[src/rtl/fetch_unit.sv]
// fetch_unit: program counter, single-outstanding imem req/ack fetch and a 2-entry instruction queue.
// Define FETCH_BYPASS_EN to forward an ack straight to the outputs when the queue is empty.
module fetch_unit #(
  parameter logic [31:0] RESET_PC = 32'h0000_0000
) (
  input  logic        clock,
  input  logic        reset,
  output logic        imem_req,
  output logic [31:0] imem_addr,
  input  logic        imem_ack,
  input  logic [31:0] imem_data,
  input  logic        redirect,
  input  logic [31:0] redirect_pc,
  input  logic        stall,
  output logic        ins_valid,
  output logic [31:0] ins,
  output logic [31:0] ins_pc,
  output logic [5:0]  op,
  output logic [5:0]  fn
);
  localparam logic [1:0] FETCH = 2'd0;
  localparam logic [1:0] HOLD  = 2'd1;
  localparam logic [1:0] DROP  = 2'd2;

  logic [1:0]  state, count, occ;
  logic [31:0] fetch_pc, npc, w0, w1, p0, p1;
  logic        acc, drop, good, byp, pop_q, push, free, issue;

  always_comb begin
    acc = imem_req & imem_ack;
    drop = state == DROP;
    good = acc & ~drop & ~redirect;
`ifdef FETCH_BYPASS_EN
    byp = good & (count == 2'd0);
`else
    byp = 1'b0;
`endif
    pop_q = (count != 2'd0) & ~stall;
    push = good & ~(byp & ~stall);
    occ = redirect ? 2'd0 : count + {1'b0, push} - {1'b0, pop_q};
    // an ack this cycle retires the outstanding request, so a new one may go out on the same edge
    free = ~imem_req | acc;
    issue = free & (occ != 2'd2) & (~drop | redirect);
    npc = redirect ? redirect_pc & ~32'd3 : good ? fetch_pc + 32'd4 : fetch_pc;
  end

  assign ins_valid = (count != 2'd0) | byp;
  assign ins = byp ? imem_data : ins_valid ? w0 : 32'd0;
  assign ins_pc = byp ? imem_addr : ins_valid ? p0 : 32'd0;
  assign op = ins[31:26];
  assign fn = ins[5:0];

  always_ff @(posedge clock or negedge reset) begin
    if (!reset) begin
      state <= FETCH;
      count <= 2'd0;
      fetch_pc <= RESET_PC;
      imem_req <= 1'b0;
      imem_addr <= RESET_PC;
      w0 <= 32'd0;
      w1 <= 32'd0;
      p0 <= 32'd0;
      p1 <= 32'd0;
    end else begin
      fetch_pc <= npc;
      count <= occ;
      imem_req <= issue | ~free;
      if (issue) imem_addr <= npc;
      state <= ~free ? ((redirect | drop) ? DROP : FETCH) : (issue | drop) ? FETCH : HOLD;
      if (pop_q) begin
        w0 <= w1;
        p0 <= p1;
      end
      if (push) begin
        if (count == {1'b0, pop_q}) begin
          w0 <= imem_data;
          p0 <= imem_addr;
        end else begin
          w1 <= imem_data;
          p1 <= imem_addr;
        end
      end
    end
  end
endmodule

[config.mk]
export PLATFORM = sky130hd
export DESIGN_NAME = fetch_unit
export DESIGN_NICKNAME = d
export VERILOG_FILES = /design/src/rtl/fetch_unit.sv
export SDC_FILE = /design/constraint.sdc
export NUM_CORES = 1
export LEC_CHECK = 0
export CAP_MARGIN = 20
export CELL_PAD_IN_SITES_DETAIL_PLACEMENT = 1
export CELL_PAD_IN_SITES_GLOBAL_PLACEMENT = 2
export CORE_ASPECT_RATIO = 1.2
export CORE_MARGIN = 3
export CORE_UTILIZATION = 34
export DETAILED_ROUTE_END_ITERATION = 8
export PLACE_DENSITY = 0.86
export RECOVER_POWER = 100
export SETUP_SLACK_MARGIN = 0.2
export SLEW_MARGIN = 20
export SYNTH_ARGS = -nofsm -noshare
export SYNTH_HDL_FRONTEND = slang
export SYNTH_SLANG_ARGS = --single-unit
[constraint.sdc]
create_clock -name clock -period 3.74 [get_ports clock]
set_input_delay 0.748 -clock clock [delete_from_list [all_inputs] [get_ports clock]]
set_output_delay 0.748 -clock clock [all_outputs]
set_load 0.005 [all_outputs]
==> results of run 1 <==
[how the worst max path moves through the flow]
stage / to / slack [ns] / depth (start not counted)
finish: imem_addr[27] / 0.40 / 11
global route: w1[21] / 0.24 / 2
CTS: ins[1] / 0.54 / 4
detailed placement: imem_addr[5] / 0.26 / 10
global placement: imem_addr[0] / 0.31 / 10
floorplan: imem_addr[17] / 0.26 / 11
[metrics by stage]
step / utilization / setup slack, ns / instances / cell area, µm²
after floorplan: - / 0.256 / 833 / 9290
after global routing: 0.449 / 0.238 / 1336 / 11900
final: 0.449 / 0.404 / 1336 / 11900
after CTS: 0.451 / 0.543 / 1336 / 12000
after detailed placement: 0.430 / 0.259 / 1304 / 11400
after global placement: 0.430 / 0.309 / 1304 / 11400
[worst max-delay path: stages]
cell           delay (ns)
dlygate4sd3_1        0.57
nand2_1              0.08
or3_1                0.41
xnor2_1              0.16
ha_1                 0.19
xnor2_1              0.20
xnor2_1              0.17
clkbuf_1             0.38
o21ai_0              0.29
buf_4                0.25
a32o_1               0.21
[sequential cells by signal, indices dropped and copies added (netlist names), 2 cells and up]
register,flops
p0,32
p1,32
w1,32
w0,32
count,2
fetch_pc,32
state,2
imem_addr,32
[routing by layer]
metal  global-route usage  share of wire
met5                    0              0
met4               0.0428          0.012
met3               0.0299          0.040
met2                0.295           0.51
met1                0.226           0.44
[cells in the mapped netlist, types with 4 or more instances]
library cell,n
dfrtp_1,197
nand2_1,85
mux2_2,72
mux2i_1,69
o21ai_0,69
and2_1,66
clkbuf_1,35
nor2_1,18
inv_1,16
nand3_1,16
mux2_1,14
buf_4,12
nand4_1,12
buf_2,10
nor3_1,9
nor4_1,9
a21oi_1,8
o31ai_1,8
buf_1,7
o21a_1,7
a31oi_1,6
nor2b_1,6
xnor2_1,6
or3_1,5
and3_1,4
o221ai_1,4
o2bb2ai_1,4
o31a_1,4
[cell type report]
class / count / share of cell area
sequential: 197 / 0.413
inverter: 16 / 0.00503
timing repair buffer: 201 / 0.166
multi-input combinational: 555 / 0.334
clock buffer: 19 / 0.0379
tap: 335 / 0.0351
clock inverter: 13 / 0.00954
[power by group through the flow]
stage | Combinational (mW) | Clock [mW] | Sequential (mW)
2_1_floorplan | 1.54 | 0 | 3.38
3_3_place_gp | 2.72 | 0 | 3.52
3_5_place_dp | 2.81 | 0 | 3.57
4_1_cts | 2.82 | 1.84 | 3.53
5_1_grt | 2.92 | 1.94 | 3.64
6_report | 2.62 | 1.78 | 3.51
[kinds of logic (layout without fill, tap and decap cells)]
logic type,after synthesis,count (layout),share of synthesized area
compound gates,136,136,0.0944
xor+xnor,9,9,0.00849
fa+ha+maj,2,2,0.00269
buf+inv,81,249,0.0397
flops,197,197,0.531
mux,155,155,0.179
simple gates,253,253,0.145
==> results.sh, run 1 <==
export IMPL_switching_share=0.325
export IMPL_first_global_vias=7480
export IMPL_hp_start="w1[15]"
export IMPL_rsz0062_at_grt="false"
export IMPL_finalHoldViolations=0
export IMPL_cts_hold_buffers=0
export IMPL_fp_dieH_um=187
export IMPL_violations="capacitance limit, slew limit"
export IMPL_cts_sinks=197
export IMPL_rr_worst_depth=10
export IMPL_finalWirelength_mm=24.7
export IMPL_gr_usage_all_layers=0.172
export IMPL_diodes=0
export IMPL_drc=0
export IMPL_worst_slew_pin_slew_ns=2.70
export IMPL_ys_seq_elements=197
export IMPL_seq_area_mm2=0.00493
export IMPL_startpoint_type="primary input"
export IMPL_first_pass_iters=4
export IMPL_synth_top_area_cell="dfrtp_1"
export IMPL_crit_path_end_kind="flop"
export IMPL_holdPathStages=1
export IMPL_finalCritPeriodShare=0.892
export IMPL_final_common_cell="dfrtp_1"
export IMPL_drive_above_1_share=0.138
export IMPL_reg2reg_to="imem_addr[27]"
export IMPL_drt_iter0_markers=249
export IMPL_reg2reg_slack_ns=0.92
export IMPL_worstPathArrival_ns=3.65
export IMPL_n_fill_cell=2896
export IMPL_pwr_density_cell_mw_per_mm2=663
export IMPL_cts_buffers=17
export IMPL_io_pins=179
export IMPL_status="finished with violations"
export IMPL_gp_congestion=0.758
export IMPL_ctsResizeCount=0
export IMPL_vias=6901
export IMPL_crit_path_max_fanout=7
export IMPL_syn_area_per_cell_um2=11.1
export IMPL_synth_cell_types=59
export IMPL_p_total_mw=7.91
export IMPL_antenna_found_initial=0
export IMPL_multiInputGateArea_mm2=0.00398
export IMPL_start_util=0.349
export IMPL_holdWs_ns=0.491
export IMPL_fmaxAchievable_ghz=0.300
export IMPL_max_cap_viol_count=1
export IMPL_place_hpwl_mm=17.0
export IMPL_syn_nets=904
export IMPL_max_slew_margin=-0.800
export IMPL_yosysTopAreaCellShare=0.531
export IMPL_clockBufferDepth=2
export IMPL_seq_power_share=0.444
export IMPL_async_reset_ff_frac=1.00
export IMPL_clock_tree_root_cell="clkbuf_16"
export IMPL_wl_per_cell_um=18.5
export IMPL_p_switching_mw=2.57
export IMPL_crit_required_ns=4.06
export IMPL_io_buffers=176
export IMPL_grt_max_degree=77
export IMPL_drtAntennaViolNets=0
export IMPL_crit_type="in -> reg"
export IMPL_fp_row_count=65
export IMPL_grt_overflow_total=0
export IMPL_p_int_mw=5.34
export IMPL_core_area_mm2=0.0266
export IMPL_combPwrFrac=0.331
export IMPL_p_leak_nw=4.91
export IMPL_setup_tns_ns=0
export IMPL_slew_violations=58
export IMPL_fp_dieW_um=157
export IMPL_ir_worst_vdd_mv=0.242
export IMPL_cts_setup_buffers=0
export IMPL_yosys_top_cells_area="dfrtp_1 (53%), mux2_2 (8.7%), mux2i_1 (7.4%)"
export IMPL_holdPathEnd="w1[15]"
export IMPL_ys_warn_count=0
export IMPL_clk_latency_ns=0.43
export IMPL_finClkSkew_ns=0.0136
export IMPL_nets=1059
export IMPL_p_clk_frac=0.225
export IMPL_synth_area_mm2=0.00929
export IMPL_path_clk_slew_ns=0.07
export IMPL_crit_path_start="imem_ack"
export IMPL_syn_inst=833
export IMPL_grt_pass1_wl_mm=40.7
export IMPL_die_area_mm2=0.0293
export IMPL_area_delta_synth_final_pct=28.5
export IMPL_synth_seq_area_share=0.531
export IMPL_vias_per_cell=5.17
export IMPL_rr_startpoint="state[1]"
export IMPL_finalSetupViolCount=0
export IMPL_synth_top_flop_cell="dfrtp_1"
export IMPL_min_path_type="reg -> reg"
export IMPL_synth_edf_count=0
export IMPL_most_common_layout_cells="dfrtp_1 (197), clkdlybuf4s50_1 (100), nand2_1 (85), dlygate4sd3_1 (74), mux2_2 (72)"
export IMPL_fin_crit_ns=3.34
export IMPL_h_tree_depth=4
export IMPL_cts_tree="done"
Power figures use the tool's default switching activity.
==> run 2, diff against run 1 <==
CAP_MARGIN = 0   (was 20)
CORE_UTILIZATION = 25   (was 34)
PLACE_DENSITY = 0.67   (was 0.86)
==> results.sh, run 2 (same netlist as run 1, synthesis figures left out) <==
export IMPL_gr_usage_all_layers=0.135
export IMPL_clk_latency_ns=0.44
export IMPL_startpoint_type="primary input"
export IMPL_cts_tree="done"
export IMPL_most_common_layout_cells="dfrtp_1 (197), clkdlybuf4s50_1 (101), nand2_1 (85), dlygate4sd3_1 (73), mux2_2 (72)"
export IMPL_io_pins=179
export IMPL_io_buffers=176
export IMPL_first_global_vias=7362
export IMPL_clock_tree_root_cell="clkbuf_16"
export IMPL_slew_violations=98
export IMPL_clockBufferDepth=2
export IMPL_cts_hold_buffers=0
export IMPL_cpPeakStageDelay_ns=0.59
export IMPL_first_pass_iters=5
export IMPL_fin_ws_ns=0.404
export IMPL_pwr_density_cell_mw_per_mm2=661
export IMPL_grt_pass1_wl_mm=42.3
export IMPL_max_slew_margin=-0.835
export IMPL_post_place_ws_ns=0.216
export IMPL_p_leak_nw=4.89
export IMPL_path_cells="dlygate4sd3_1 -> nand2_1 -> or3_1 -> xnor2_1 -> ha_1 -> or2_0 -> o21a_1 -> clkbuf_2 -> mux2_2"
export IMPL_max_cap_viol_count=1
export IMPL_crit_path_max_fanout=14
export IMPL_wl_per_cell_um=18.0
export IMPL_critPathTopFamily="buffers and inverters"
export IMPL_cts_setup_buffers=0
export IMPL_ctsResizeCount=0
export IMPL_start_util=0.256
export IMPL_finalCritPeriodShare=0.892
export IMPL_cts_buffers=17
export IMPL_violations="capacitance limit, slew limit"
export IMPL_finalSetupViolCount=0
export IMPL_final_common_cell="dfrtp_1"
export IMPL_grt_overflow_total=0
export IMPL_core_area_mm2=0.0363
export IMPL_rsz0062_at_grt="false"
export IMPL_ir_worst_vdd_mv=0.278
export IMPL_fmaxAchievable_ghz=0.300
export IMPL_fp_dieW_um=182
export IMPL_cts_sinks=197
export IMPL_p_total_mw=7.98
export IMPL_drive_above_1_share=0.133
export IMPL_place_hpwl_mm=18.2
export IMPL_setup_tns_ns=0
export IMPL_crit_buf_inv=2
export IMPL_area_delta_synth_final_pct=30.1
export IMPL_fp_dieH_um=217
export IMPL_drc=0
export IMPL_gp_congestion=0.728
export IMPL_crit_required_ns=4.05
export IMPL_worstPathArrival_ns=3.65
export IMPL_grt_max_degree=100
export IMPL_h_tree_depth=4
export IMPL_die_area_mm2=0.0395
export IMPL_finClkSkew_ns=0.0170
export IMPL_path_clk_slew_ns=0.07
export IMPL_finalHoldViolations=0
export IMPL_finalWirelength_mm=26.5
export IMPL_vias=6832
export IMPL_min_path_type="reg -> reg"
export IMPL_antenna_found_initial=1
export IMPL_crit_path_end_kind="flop"
export IMPL_crit_type="in -> reg"
export IMPL_n_fill_cell=3995
export IMPL_status="finished with violations"
export IMPL_drtAntennaViolNets=0
export IMPL_nets=1058
export IMPL_vias_per_cell=4.65
export IMPL_fin_crit_ns=3.34
export IMPL_drt_iter0_markers=281
export IMPL_fp_row_count=76
export IMPL_slowest_stage="dlygate4sd3_1"
export IMPL_worst_slew_pin_slew_ns=2.75
-- run 2: cell count changes in the layout (fill, tap and decap cells not counted), moves of 2 or more --
cell	before	now
clkbuf_2	3	5
inv_6	2	7
clkbuf_8	2	0
clkbuf_1	7	10
buf_4	11	7
clkinvlp_4	5	1
-- run 2: layout make-up --
type,count,area [µm²],share of cell area
Clock buffer,17,425,0.0352
Antenna cell,1,2.50,0.000207
Multi-Input combinational cell,555,3980,0.330
Inverter,16,60.1,0.00497
Tap cell,468,586,0.0485
Sequential cell,197,4930,0.408
Clock inverter,15,158,0.0130
Timing Repair Buffer,200,1940,0.160
-- run 2: report_power, final --
part / internal [mW] / switching, mW
clock: 0.956 / 0.935
sequential: 2.96 / 0.540
combinational: 1.44 / 1.15
total: 5.36 / 2.62
-- run 2: final timing paths --
kind	slack (ns)	from	to	depth (start not counted)
setup / recovery	0.40	imem_ack	imem_addr[7]	9
hold reg to reg	0.49	w1[28]	w1[28]	1
min in group asynchronous	1.08	reset	w1[4]	1
max in group asynchronous	0.94	reset	w1[28]	1
hold / removal	0.49	w1[28]	w1[28]	1
setup reg to reg	0.54	state[1]	imem_addr[7]	8
-- run 2: stage by stage --
| step | instance area (µm²) | hold slack (ns) | util | std cells |
|---|---|---|---|---|
| 6_report | 12100 | 0.486 | 0.333 | 1469 |
| 5_1_grt | 12100 | 0.507 | 0.333 | 1469 |
| 4_1_cts | 12200 | 0.436 | 0.335 | 1468 |
| 3_5_place_dp | 11600 | 0.477 | 0.319 | 1436 |
| 3_3_place_gp | 11600 | 0.468 | 0.319 | 1436 |
| 2_1_floorplan | 9290 | 0.452 | - | 833 |
-- run 2: worst reg2reg max path, delay by kind of cell (launching register included) --
kind	cells	cell delay, ns
simple gates	3	1.33
buf+inv	1	0.40
mux	1	0.40
flops	1	0.35
fa+ha+maj	1	0.28
compound gates	1	0.21
xor+xnor	1	0.10
-- run 2: layer usage --
metal	up-vias	global-route usage	wire length, µm
li1	3243	-	-
met4	0	0.0333	255
met2	124	0.227	12800
met3	14	0.0244	861
met5	-	0	0
met1	3451	0.180	12600
==> RTL change, RTL diff (config.mk and constraints of run 1) <==
Build with the macro `FETCH_BYPASS_EN` defined.
--- a/src/rtl/fetch_unit.sv
+++ b/src/rtl/fetch_unit.sv
@@ -1,5 +1,7 @@
 // fetch_unit: program counter, single-outstanding imem req/ack fetch and a 2-entry instruction queue.
 // Define FETCH_BYPASS_EN to forward an ack straight to the outputs when the queue is empty.
+`define FETCH_BYPASS_EN
+
 module fetch_unit #(
   parameter logic [31:0] RESET_PC = 32'h0000_0000
 ) (
Formal check against the unedited RTL: not equivalent (a bounded check fails within 4 cycles, from zero or initial values and one cycle with reset low).
==> RTL change against run 1 <==
- the flow still finishes with violations (capacitance limit, slew limit)
- area after synthesis rose by 4.9%
- via count rose by 12%
- power rose by 22%
- largest cell class unchanged
- design area rose by 4.4%
- non-clock buffer count rose by 3
- routed wire length rose by 12%
- worst setup slack got worse by 0.063 ns
- first-iteration DRC count rose by 16%
- sequential cell count did not move
- combinational power rose by 55%
==> RTL change: results (changes against run 1) <==
VDD IR-drop max 464 uV (+92%); Arrival @ worst endpoint 3.65 ns (about the same); clk slew on worst S/H paths approximately 0.080 ns; post-CTS setup buffer count 0 (unchanged); FFs w/ async S/R, synth 1.00 (unchanged); vias in the first global route 8332 (+11%); DR pass1 iterations 6 (+2); initial antenna violation count 1 (+1); failing checks capacitance limit, slew limit; Vias/cell 5.07 (-1.9%); worst slew pin tran 2.51 ns (-0.187 ns); synth cell count leaders dfrtp_1 (197), nand2_1 (166), nor2_1 (94); gr usage total 0.180 (+0.00773); largest net degree at the start of global routing 94 (+22%); post-route setup TNS 0 ns (unchanged); yosys synthesis warning count 0 (unchanged); outcome finished, violations left; Sw Ratio 0.365 (+0.0404); fin. max-slew vios 198 (+240%); max cap viols 3 (+2); port bufs 176 (unchanged); cts bufs inserted 17 (unchanged); DP HPWL 18600 um (+9.4%); Max clock buf depth 2 (unchanged); Placement Cell Area 11900 um2 (+4.1%); count of cell types in the netlist 45 (-24%); DRT iter0 DRCs 288 (+16%); first-pass GRT wire length 44500 um (+9.4%); layout cells sized above 1 0.130 (-0.00739); Leak 5.54 nW (+13%); RePlAce Congestion 0.835 (+10%); routed length per instance 18.2 um (-1.5%); root buffer selected by CTS clkbuf_16; hold crit path type register to register; critical path fanouts, max 60 (+53); Area contributors post-synth dfrtp_1 (51%), mux2_2 (10%), mux2i_1 (7.1%); H-tree levels 4 (unchanged); fillers 3117 (+7.6%); Mapped Nets 1057 (+17%); clock skew 0.0165 ns (+0.00289 ns); post-synthesis sequential area ratio 0.506 (-0.0249); Final nets 1201 (+13%); antenna cells 0 (unchanged); Skew-Pair Late Insertion Delay about 0.44 ns
## RTL change: cell types whose count changed after synthesis, moves of 14 or more
cell / delta
a21oi_1: +58
and2_1: -63
clkbuf_1: +16
mux2_1: -14
mux2_2: +15
nand2_1: +81
nand3_1: +53
nor2_1: +76
o21ai_0: -56
## RTL change: worst paths after layout
kind	startpoint	endpoint	slack, ns	cells past startpoint
setup / recovery	stall	w0[5]	0.34	6
hold / removal	w1[5]	w1[5]	0.51	1
setup reg to reg	state[0]	w0[31]	0.45	9
hold reg to reg	w1[5]	w1[5]	0.51	1
max in group asynchronous	reset	w0[30]	0.90	2
min in group asynchronous	reset	fetch_pc[28]	1.03	1
## RTL change: cell type report
type	count	area [um2]	area share
clock buffer	20	457	0.0366
clock inverter	12	130	0.0104
inverter	12	45.0	0.00361
multi-input combinational	697	4430	0.355
sequential	197	4930	0.396
tap	379	474	0.0380
timing repair buffer	204	2000	0.161
## RTL change: metal layers
layer / part of all wire / track usage / wire, um
met2: 0.50 / 0.313 / 13800
met5: 0 / 0 / 0
met4: 0.013 / 0.0457 / 350
met3: 0.033 / 0.0288 / 917
met1: 0.46 / 0.235 / 12700
## RTL change: through the flow
step	hold slack [ns]	setup slack [ns]	cells	utilization	total power, mW
3_3_place_gp	0.489	0.0659	1488	0.424	7.92
2_1_floorplan	0.452	0.203	985	-	5.91
5_1_grt	0.524	0.158	1521	0.444	10.4
6_report	0.510	0.342	1521	0.444	9.66
4_1_cts	0.409	0.186	1520	0.445	10.0
3_5_place_dp	0.497	0.00383	1488	0.424	8.09
## RTL change: logic make-up (layout without fill, tap and decap cells)
kind of cell / after synthesis / count (layout) / share of synthesized area
buf+inv: 91 / 248 / 0.0434
compound gates: 112 / 112 / 0.0696
xor+xnor: 19 / 19 / 0.0185
flops: 197 / 197 / 0.506
simple gates: 407 / 407 / 0.187
mux: 156 / 156 / 0.171
fa+ha+maj: 3 / 3 / 0.00385
## RTL change: power by group through the flow
stage	clock [mW]	combinational [mW]	sequential, mW
after floorplan	0	2.39	3.52
after global placement	0	4.19	3.73
after detailed placement	0	4.32	3.78
after CTS	1.91	4.34	3.75
after global routing	2.01	4.51	3.86
final	1.86	4.07	3.73
## RTL change: critical path, cell delays in order
cell and delay [ns]:
dlygate4sd3_1 0.64, nor2_4 0.14, buf_4 0.16, buf_2 1.47
mux2i_1 0.32, a21oi_1 0.10
## RTL change: repair_timing
item                                    CTS  global route
cloned                                    0             1
endpoints found under the setup margin    2            69
hold buffers                              0             0
resized for setup                         1             9
endpoints found under the hold margin     0             0
